### src/rtl/mac_tx_header_insert.sv
// rtl/mac_tx_header_insert.sv - Ethernet header insertion with payload length limit (optional MAC_TX_VLAN_EN)
module mac_tx_header_insert #(
  parameter logic [47:0] SRC_MAC     = 48'h00_0A_35_00_01_02,
  parameter int          MAX_PAYLOAD = 1500
) (
  input  logic        logic_clk,
  input  logic        logic_rst_n,
  input  logic [47:0] hdr_dst_mac,
  input  logic [15:0] hdr_eth_type,
`ifdef MAC_TX_VLAN_EN
  input  logic [15:0] hdr_vlan_tci,
`endif
  input  logic        hdr_valid,
  output logic        hdr_ready,
  input  logic [7:0]  s_tdata,
  input  logic        s_tvalid,
  output logic        s_tready,
  input  logic        s_tlast,
  output logic [7:0]  mac_tdata_out,
  output logic        mac_tvalid_out,
  input  logic        mac_tready_in,
  output logic        mac_tlast_out,
  output logic        frame_done,
  output logic        trunc_err
);

`ifdef MAC_TX_VLAN_EN
  localparam logic [4:0] HDR_LAST = 5'd17;
`else
  localparam logic [4:0] HDR_LAST = 5'd13;
`endif
  localparam logic [10:0] PAY_LAST = 11'(MAX_PAYLOAD - 1);

  typedef enum logic [1:0] {
    IDLE    = 2'd0,
    HEADER  = 2'd1,
    PAYLOAD = 2'd2,
    DROP    = 2'd3
  } state_t;

  state_t      r_state;
  state_t      w_state_nxt;
  logic        r_alive;
  logic [47:0] r_dst;
  logic [15:0] r_type;
`ifdef MAC_TX_VLAN_EN
  logic [15:0] r_tci;
`endif
  logic [4:0]  r_hdr_cnt;
  logic [10:0] r_pay_cnt;
  logic [7:0]  r_tdata;
  logic        r_tvalid;
  logic        r_tlast;
  logic        r_frame_done;
  logic        r_trunc;

  logic        w_out_free;
  logic [7:0]  w_hdr_byte;
  logic        w_hdr_ready;
  logic        w_s_tready;
  logic        w_hdr_take;
  logic        w_pay_take;
  logic        w_ld;
  logic [7:0]  w_ld_data;
  logic        w_ld_last;
  logic        w_trunc;
  logic        w_pay_at_max;

  assign w_out_free   = !r_tvalid || mac_tready_in;
  assign w_pay_at_max = (r_pay_cnt == PAY_LAST);

  // Select the header byte addressed by the header counter
  always_comb begin
    w_hdr_byte = 8'h00;
    case (r_hdr_cnt)
      5'd0:  w_hdr_byte = r_dst[47:40];
      5'd1:  w_hdr_byte = r_dst[39:32];
      5'd2:  w_hdr_byte = r_dst[31:24];
      5'd3:  w_hdr_byte = r_dst[23:16];
      5'd4:  w_hdr_byte = r_dst[15:8];
      5'd5:  w_hdr_byte = r_dst[7:0];
      5'd6:  w_hdr_byte = SRC_MAC[47:40];
      5'd7:  w_hdr_byte = SRC_MAC[39:32];
      5'd8:  w_hdr_byte = SRC_MAC[31:24];
      5'd9:  w_hdr_byte = SRC_MAC[23:16];
      5'd10: w_hdr_byte = SRC_MAC[15:8];
      5'd11: w_hdr_byte = SRC_MAC[7:0];
`ifdef MAC_TX_VLAN_EN
      5'd12: w_hdr_byte = 8'h81;
      5'd13: w_hdr_byte = 8'h00;
      5'd14: w_hdr_byte = r_tci[15:8];
      5'd15: w_hdr_byte = r_tci[7:0];
      5'd16: w_hdr_byte = r_type[15:8];
      5'd17: w_hdr_byte = r_type[7:0];
`else
      5'd12: w_hdr_byte = r_type[15:8];
      5'd13: w_hdr_byte = r_type[7:0];
`endif
      default: w_hdr_byte = 8'h00;
    endcase
  end

  // Next-state and handshake/output-load decisions
  always_comb begin
    w_state_nxt = r_state;
    w_hdr_ready = 1'b0;
    w_s_tready  = 1'b0;
    w_hdr_take  = 1'b0;
    w_pay_take  = 1'b0;
    w_ld        = 1'b0;
    w_ld_data   = 8'h00;
    w_ld_last   = 1'b0;
    w_trunc     = 1'b0;
    case (r_state)
      IDLE: begin
        // r_alive keeps hdr_ready low until the first clock after reset release
        w_hdr_ready = r_alive;
        if (hdr_valid && r_alive) begin
          w_hdr_take  = 1'b1;
          w_state_nxt = HEADER;
        end
      end
      HEADER: begin
        if (w_out_free) begin
          w_ld      = 1'b1;
          w_ld_data = w_hdr_byte;
          if (r_hdr_cnt == HDR_LAST) begin
            w_state_nxt = PAYLOAD;
          end
        end
      end
      PAYLOAD: begin
        w_s_tready = w_out_free;
        if (s_tvalid && w_out_free) begin
          w_ld       = 1'b1;
          w_pay_take = 1'b1;
          w_ld_data  = s_tdata;
          w_ld_last  = s_tlast || w_pay_at_max;
          if (s_tlast) begin
            w_state_nxt = IDLE;
          end else if (w_pay_at_max) begin
            w_trunc     = 1'b1;
            w_state_nxt = DROP;
          end
        end
      end
      DROP: begin
        w_s_tready = 1'b1;
        if (s_tvalid && s_tlast) begin
          w_state_nxt = IDLE;
        end
      end
      default: w_state_nxt = IDLE;
    endcase
  end

  // State register and reset-release tracking
  always_ff @(posedge logic_clk or negedge logic_rst_n) begin
    if (!logic_rst_n) begin
      r_state <= IDLE;
      r_alive <= 1'b0;
    end else begin
      r_state <= w_state_nxt;
      r_alive <= 1'b1;
    end
  end

  // Descriptor latch and byte counters
  always_ff @(posedge logic_clk or negedge logic_rst_n) begin
    if (!logic_rst_n) begin
      r_dst     <= 48'h0;
      r_type    <= 16'h0;
`ifdef MAC_TX_VLAN_EN
      r_tci     <= 16'h0;
`endif
      r_hdr_cnt <= 5'd0;
      r_pay_cnt <= 11'd0;
    end else begin
      if (w_hdr_take) begin
        r_dst     <= hdr_dst_mac;
        r_type    <= hdr_eth_type;
`ifdef MAC_TX_VLAN_EN
        r_tci     <= hdr_vlan_tci;
`endif
        r_hdr_cnt <= 5'd0;
      end else if (r_state == HEADER && w_ld) begin
        r_hdr_cnt <= r_hdr_cnt + 5'd1;
        if (r_hdr_cnt == HDR_LAST) begin
          r_pay_cnt <= 11'd0;
        end
      end
      if (w_pay_take) begin
        r_pay_cnt <= r_pay_cnt + 11'd1;
      end
    end
  end

  // Single output register stage; holds while downstream stalls
  always_ff @(posedge logic_clk or negedge logic_rst_n) begin
    if (!logic_rst_n) begin
      r_tdata  <= 8'h00;
      r_tvalid <= 1'b0;
      r_tlast  <= 1'b0;
    end else if (w_ld) begin
      r_tdata  <= w_ld_data;
      r_tvalid <= 1'b1;
      r_tlast  <= w_ld_last;
    end else if (w_out_free) begin
      r_tvalid <= 1'b0;
      r_tlast  <= 1'b0;
    end
  end

  // One-cycle status pulses
  always_ff @(posedge logic_clk or negedge logic_rst_n) begin
    if (!logic_rst_n) begin
      r_frame_done <= 1'b0;
      r_trunc      <= 1'b0;
    end else begin
      r_frame_done <= r_tvalid && mac_tready_in && r_tlast;
      r_trunc      <= w_trunc;
    end
  end

  assign hdr_ready      = w_hdr_ready;
  assign s_tready       = w_s_tready;
  assign mac_tdata_out  = r_tdata;
  assign mac_tvalid_out = r_tvalid;
  assign mac_tlast_out  = r_tlast;
  assign frame_done     = r_frame_done;
  assign trunc_err      = r_trunc;

endmodule
### config.mk
export PLATFORM = sky130hd
export DESIGN_NAME = mac_tx_header_insert
export DESIGN_NICKNAME = d
export VERILOG_FILES = /design/src/rtl/mac_tx_header_insert.sv
export SDC_FILE = /design/constraint.sdc
export NUM_CORES = 1
export LEC_CHECK = 0
export BUFFER_PORTS_ARGS = -buffer_cell sky130_fd_sc_hd__clkbuf_2
export CAP_MARGIN = 20
export CORE_MARGIN = 5
export CORE_UTILIZATION = 47
export DETAILED_ROUTE_END_ITERATION = 8
export GPL_ROUTABILITY_DRIVEN = 1
export PLACE_DENSITY = 0.74
export SYNTH_ARGS = -nofsm -noshare
export SYNTH_HDL_FRONTEND = slang
export SYNTH_SLANG_ARGS = --single-unit
### constraint.sdc
create_clock -name logic_clk -period 1.8 [get_ports logic_clk]
set_input_delay 0.27 -clock logic_clk [delete_from_list [all_inputs] [get_ports logic_clk]]
set_output_delay 0.27 -clock logic_clk [all_outputs]
set_load 0.02 [all_outputs]
# ---- Word level (Yosys, flattened, before mapping)
# Index checks and enable logic that the tools add are counted.
dict set report word_totals {
  register_bits 95
  in_bits 78
  output_inout_bits 14
  wordCells 87
}
dict set report classes {
  add_sub_neg 2
  n_eq_ne 22
  n_mux 35
  reduce_logical 17
}
# cell count
set ops {}
lappend ops {{$pmux W8 S12} 1}
lappend ops {{$mux W11} 4}
lappend ops {{$eq A5 B4 Y1 const B} 5}
lappend ops {{$mux W8} 2}
lappend ops {{$pmux W8 S2} 1}
lappend ops {{$eq A5 B3 Y1 const B} 3}
lappend ops {{$mux W1} 15}
lappend ops {{$mux W2} 7}
lappend ops {{$add A11 B1 Y11 const B} 1}
lappend ops {{$eq A11 B11 Y1 const B} 1}
lappend ops {{$eq A5 B2 Y1 const B} 2}
lappend ops {{$mux W5} 2}
lappend ops {{$ne A2 B2 Y1 const B} 4}
lappend ops {{$pmux W2 S4} 1}
lappend ops {{$reduce_bool A2 Y1} 4}
lappend ops {{$logic_and A1 B1 Y1} 6}
lappend ops {{$reduce_and A6 Y1} 1}
lappend ops {{$add A5 B1 Y5 const B} 1}
lappend ops {{$eq A5 B1 Y1 const B} 1}
lappend ops {{$logic_not A5 Y1} 1}
lappend ops {{$eq A2 B2 Y1 const B} 2}
lappend ops {{$ne A2 B1 Y1 const B} 2}
lappend ops {{$pmux W1 S2} 2}
lappend ops {{$ne A3 B3 Y1 const B} 1}
lappend ops {{other kinds (5)} 6}

# ---- Depth between registers and ports, before layout
# Gate-level depths: netlist of run 1.
dict set report depth {
  depth_word 9
  mapped_depth 9
  mapped_depth_nobuf 7
}

# ---- Least setup slack after synthesis of run 1
# OpenSTA, ideal clock, no wires.
dict set report synth_path {
  kind {register to register}
  startpoint {register r_hdr_cnt[0]}
  endpoint {register r_tdata[0] (netlist: mac_tdata_out[0])}
  setup_time_ps 144
  t_arrival_ps 1575
  required_ps 1656
  path_slack_ps 81
  path_stages_with_launch 9
  path_buffers 2
  synth_period_minus_slack_ps 1719
  cell_sequence {dfrtp_1 -> inv_1 -> ha_1 -> buf_2 -> nor2b_1 -> buf_2 -> nor2b_1 -> nor4_1 -> o221ai_1}
}
dict set report synth_between {
  elab_chain_cells 4
  word_cells_on_any_way 15
  cone_classes {11 x eq/ne; 3 x mux; 1 x reduce/logical}
}
# item line
set synth_lines {}
lappend synth_lines {{from (decl)} 49} ;# logic [4:0] r_hdr_cnt;
lappend synth_lines {{from (signal assigned)} 187} ;# r_hdr_cnt <= r_hdr_cnt + 5'd1;
lappend synth_lines {{$eq A5 B4 Y1, or another cell as far along} 75} ;# case (r_hdr_cnt)
lappend synth_lines {{$pmux W8 S12 (*)} 75}
lappend synth_lines {{$mux W8 (*)} 124} ;# if (w_out_free) begin
lappend synth_lines {{$pmux W8 S2 (*)} 114} ;# case (r_state)
lappend synth_lines {{to (signal assigned)} 205} ;# r_tdata <= w_ld_data;
lappend synth_lines {{to (decl)} 51} ;# logic [7:0] r_tdata;
# Every way passes the cells marked *; elsewhere a longest branch is shown, timed or not.
# A chain may end at the register's enable or synchronous reset.

# ---- Worst setup path in the final report of run 1
dict set report layout_path {
  startpoint {register r_hdr_cnt[2]}
  endpoint {register r_tdata[2] (netlist: mac_tdata_out[2])}
}
# Same word-level chain as after synthesis.

==> results.cfg, run 1 <==
[clock_network]
cts_max_path_buffers = 2
clk_pin_slew_ns = 0.10
ctsHtreeMaxLevel = 3
cts_tree = done
clk_latency_ns = 0.37
cts_buffers = 9
clockRootBuffer = clkbuf_8
clkSinkCount = 95

[floorplanning]
initial_utilization = 0.481
die_y_um = 110
die_w_um = 110
num_io_pins = 92
dieArea_mm2 = 0.0121
core_area_mm2 = 0.00977
rows = 36

[pwr]
power_leakage_uw = 0.00303
clkPwrFrac = 0.161
comb_power_share = 0.425
intPower_uw = 5070
vdd_ir_drop_max_mv = 0.617
powerDensity_mw_per_mm2 = 1420
swShare = 0.403
switching_power_uw = 3420
p_seq_frac = 0.415
power.total_uw = 8490

[sta]
setup_slack_ns = -0.0197
rsz0062_at_grt = yes
min_period_ns = 1.82
hold_viol = 0
timing.hold.ws_ns = 0.0835
finalCritPeriodShare = 1.01
fmax_mhz = 550
finalSetupViolCount = 1
final.setup.tns_ns = -0.0197
fin_skew_ns = 0.00791
finalMaxSlewViolations = 0

[finish]
fillCellCount = 865
layout_common_cells = 237 x nand2_1, 91 x dfrtp_1, 90 x clkbuf_2
register_area_mm2 = 0.00238
drive_above_1_share = 0.301
multi_input_comb_area_mm2 = 0.00230
area_growth_pct = 27.2
num_antenna_cells = 0
final_common_cell = nand2_1
nets = 749
postLayoutCellArea_mm2 = 0.00598

[critical_path]
cp_slowest_stage_delay_ns = 0.46
crit_required_ns = 2.04
cp_cell_sequence = buf_6 -> and2b_2 -> a222oi_1 -> o21ai_1 -> nor3_2 -> o221ai_1
worstPathMaxFanout = 6
crit_slowest_cell = dfrtp_2
startpoint = r_hdr_cnt[2]
cp.arrival_ns = 2.06
worstReg2RegStart = r_hdr_cnt[2]
crit_type = flop to flop
start_kind = flop
end_kind = flop

[routing]
drc = 0
vias = 4167
drtIter0Drc = 248
wire_per_inst_um = 15.5
viasPerCell = 5.21
routed_wl_um = 12400
ant_nets = 0
drtPass1Iterations = 5

[grt]
antenna_found_initial = 0
grt_first_pass_wirelength_um = 19500
grt_remaining_overflow = 0
grt.total_usage = 0.205
grt_pass1_vias = 4086
grt_max_degree = 65

[synthesis]
ys_seq_area_frac = 0.506
async_reset_ff_frac = 1.00
synth.avg_cell_area_um2 = 8.63
syn_nets = 632
syn_inst = 545
synth.distinct_cells = 52
syn_area_mm2 = 0.00470
synth_seq_cells = 95
synth_edf_count = 0
synth_top_flop_cell = dfrtp_1
ys.warnings.count = 0

[place]
port_buffers = 91
hpwlAfterDp_um = 9130
placed_area_mm2 = 0.00547
gp_congestion = 0.877

[hold_path]
min_from = hdr_eth_type[2]
hold_path.class = input port to flop

[run_status]
status = complete, but fails checks
violations = negative setup slack

[job]
drv_cap = 0
-- cells in the mapped netlist, types with 4 or more instances --
cell      count  area (um2)
nand2_1     239         897
dfrtp_1      95        2380
o21ai_0      28         140
nor2_1       15        56.3
clkbuf_1     13        48.8
a21oi_1      11        55.1
mux2i_1      10         100
buf_2         9        45.0
ha_1          9         113
nand3_1       8        40.0
o221ai_1      8        70.1
inv_1         7        26.3
nor2b_1       7        43.8
and3_1        6        37.5
nand4_1       6        37.5
nor3_1        6        30.0
buf_6         5        56.3
a21o_1        4        30.0
-- cell type report --
class / instances / share of cell area
inverters: 7 / 0.00481
repair buffers: 138 / 0.152
multi-input cells: 411 / 0.385
flip-flops and latches: 95 / 0.398
clock inverters: 7 / 0.0117
well taps: 133 / 0.0278
clock buffers: 9 / 0.0207
-- power groups by stage --
stage | sequential [uW] | clock (uW) | combinational [uW]
finish | 3520 | 1360 | 3600
global route | 3590 | 1480 | 4020
CTS | 3490 | 1390 | 3260
detailed placement | 3530 | 0 | 3200
global placement | 3490 | 0 | 3100
floorplan | 3420 | 0 | 2080
-- state kept, by name (all words and copies together) (netlist names) --
signal          cells
r_dst              48
r_type             16
r_pay_cnt          11
mac_tdata_out       8
r_hdr_cnt           5
r_state             2
frame_done          1
mac_tlast_out       1
mac_tvalid_out      1
r_alive             1
trunc_err           1
-- path summary, 6_finish.rpt --
check,end,slack [ns],depth (start not counted)
setup / recovery,mac_tdata_out[2],-0.02,6
max in group asynchronous,r_dst[40],0.88,3
min in group asynchronous,mac_tlast_out,0.34,2
hold / removal,r_type[2],0.08,3
hold reg to reg,r_dst[47],0.48,2
setup reg to reg,mac_tdata_out[2],-0.02,6
-- critical path: cells and delay by family, from the launching register on --
kind / cells / cell delay [ns]
buffers and inverters: 1 / 0.13
DFF: 1 / 0.46
and+or+nand+nor: 2 / 0.45
AOI/OAI and AO/OA: 3 / 0.66
-- per-stage QoR --
| step | cells | utilization | worst slack, ns |
|---|---|---|---|
| floorplan | 545 | - | 0.0809 |
| global placement | 771 | 0.560 | -0.0562 |
| detailed placement | 771 | 0.560 | -0.126 |
| CTS | 788 | 0.584 | -0.000191 |
| global route | 800 | 0.612 | -0.0797 |
| finish | 800 | 0.612 | -0.0197 |
-- repair_timing --
item	4_1_cts	5_1_grt
endpoints found under the setup margin	15	23
hold endpoints to repair	21	0
gates resized for setup	7	49
setup buffers	0	11
pin swaps	0	12
gates cloned	0	1
hold buffers	1	0
-- metal layers --
layer / up-vias / GRT usage / routed length, um
li1: 2053 / - / -
met4: 0 / 0.0525 / 207
met1: 1958 / 0.290 / 5640
met5: - / 0 / 0
met2: 132 / 0.329 / 5920
met3: 24 / 0.0361 / 667
-- logic make-up after synthesis --
| logic type | Yosys count | share of synthesized area |
|---|---|---|
| XOR/XNOR | 4 | 0.00745 |
| buffers and inverters | 40 | 0.0447 |
| multiplexers | 13 | 0.0285 |
| AO/OA/AOI/OAI | 79 | 0.117 |
| other | 1 | 0.000798 |
| AND/OR/NAND/NOR | 304 | 0.272 |
| flip-flops | 95 | 0.506 |
| adder cells (fa/ha/maj) | 9 | 0.0239 |
Power figures use the tool's default switching activity.
==> run 2, diff against run 1 <==
CORE_UTILIZATION = 40   (was 47)
PLACE_DENSITY = 0.65   (was 0.74)
==> run 2 against run 1 <==
The run now ends clean. Worst setup slack improved by 0.035 ns. Maximum frequency rose by 2.0%. Critical path depth rose by 1. Routed wire length rose by 1.9%. Hold slack improved by 0.031 ns. Count of clock-buffer cells in the layout rose by 1. First-iteration DRC count rose by 35%. Core utilization fell by 8.1 points. Critical path type unchanged.
==> results.cfg, run 2 (synthesized netlist as in run 1, its figures left out) <==
[run_status]
status = completed

[pwr]
clkPwrFrac = 0.246
swShare = 0.359
vdd_ir_drop_max_mv = 0.706
intPower_uw = 6010
power.total_uw = 9380
powerDensity_mw_per_mm2 = 1540
power_leakage_uw = 0.00311
switching_power_uw = 3370
p_seq_frac = 0.373
comb_power_share = 0.381

[floorplanning]
die_y_um = 118
rows = 39
dieArea_mm2 = 0.0140
num_io_pins = 92
die_w_um = 118
core_area_mm2 = 0.0115
initial_utilization = 0.410

[finish]
num_antenna_cells = 0
largest_reg_flops = 48
layout_common_cells = 239 x nand2_1, 92 x dfrtp_1, 90 x clkbuf_2
drive_above_1_share = 0.287
regMostFlops = r_dst
largest_registers = r_dst: 48 flops, r_type: 16 flops, r_pay_cnt: 11 flops
final_util = 0.531
final_common_cell = nand2_1
nets = 747
area_growth_pct = 29.5

[routing]
vias = 4107
ant_nets = 0
met2_length_um = 5530
drtPass1Iterations = 4
drt-met1-wl_um = 6220
top_layer_used = met4
drc = 0
wl_met3_um = 592
drtIter0Drc = 336
routed_wl_um = 12700
viasPerCell = 5.08
wire_per_inst_um = 15.7

[sta]
setup_slack_ns = 0.0158
finalSetupViolCount = 0
min_period_ns = 1.78
finalCritPeriodShare = 0.991
hold_viol = 0
fmax_mhz = 560
finalMaxSlewViolations = 0
fin_skew_ns = 0.00650
rsz0062_at_grt = yes

[critical_path]
worstPathMaxFanout = 11
end_kind = flop
cp_slowest_stage_delay_ns = 0.43
cp.arrival_ns = 2.02
crit_slowest_cell = dfrtp_1
cp_cell_sequence = inv_2 -> ha_2 -> and4b_2 -> buf_12 -> a31oi_4 -> a21o_1 -> a21o_1
crit_required_ns = 2.04
crit_type = flop to flop
start_kind = flop
crit_top_cell = a21o_1

[grt]
grt_remaining_overflow = 0
grt.total_usage = 0.186
grt_pass1_vias = 4158
antenna_found_initial = 0
grt_first_pass_wirelength_um = 21100
grt_max_degree = 65

[job]
drv_cap = 0

[clock_network]
clk_pin_slew_ns = 0.07
cts_tree = done
clockRootBuffer = clkbuf_16
clkSinkCount = 95
ctsHtreeMaxLevel = 3
clk_latency_ns = 0.34
cts_max_path_buffers = 2
cts_buffers = 9

[place]
hpwlAfterDp_um = 9420
gp_congestion = 0.879
place_ws_ns = -0.148
port_buffers = 91

[hold_path]
hold_path.class = input port to flop
## run 2: final timing paths
path                                     start       endpoint  slack [ns]  cells after the start
worst max-delay path              r_hdr_cnt[1]  r_pay_cnt[10]        0.02                      7
worst min-delay path            hdr_dst_mac[5]       r_dst[5]        0.11                      3
worst max register to register    r_hdr_cnt[1]  r_pay_cnt[10]        0.02                      7
worst min register to register       r_dst[14]      r_dst[14]        0.47                      2
max in group asynchronous          logic_rst_n      r_dst[29]        0.87                      3
min in group asynchronous          logic_rst_n   r_pay_cnt[8]        0.27                      2
## run 2: critical path: cells and delay by family, from the launching register on
family	cells	cell delay, ns
AO/OA/AOI/OAI	3	0.49
flip-flops	1	0.43
AND/OR/NAND/NOR	1	0.37
buffers and inverters	2	0.21
adder cells (fa/ha/maj)	1	0.17
## run 2: metal layers
metal,up-vias,GRT usage
met4,0,0.0773
met1,1927,0.272
li1,2053,-
met3,18,0.0353
met2,109,0.271
met5,-,0
## run 2: final cells by class
cell class                 count  area (um2)
timing repair buffer         137         887
clock buffer                  10         229
fill                        1065        5380
clock inverter                 6         133
tap                          143         179
multi-input combinational    410        2260
sequential                    95        2380
inverter                       7        26.3
## run 2: what timing repair did
action / 4_1_cts / 5_1_grt
hold buffers: 1 / 0
endpoints found under the hold margin: 19 / 0
setup endpoints to repair: 19 / 17
buffers inserted: 7 / 6
gates resized for setup: 10 / 38
pin swaps: 3 / 20
## run 2: through the flow
step	setup TNS, ns	instances	instance area (um2)	hold slack (ns)
after floorplan	0	545	4700	-0.0256
after global routing	-0.435	808	6090	0.112
after global placement	-0.516	778	5450	0.0928
final	0	808	6090	0.114
after CTS	0	802	5910	0.0991
after detailed placement	-0.948	778	5450	0.0971
## run 2: power groups by stage
| stage | logic (uW) | registers [uW] | clock network [uW] |
|---|---|---|---|
| 4_1_cts | 3350 | 3480 | 2360 |
| 2_1_floorplan | 2080 | 3420 | 0 |
| 3_3_place_gp | 3140 | 3510 | 0 |
| 3_5_place_dp | 3220 | 3530 | 0 |
| 6_report | 3570 | 3500 | 2310 |
| 5_1_grt | 4010 | 3600 | 2440 |
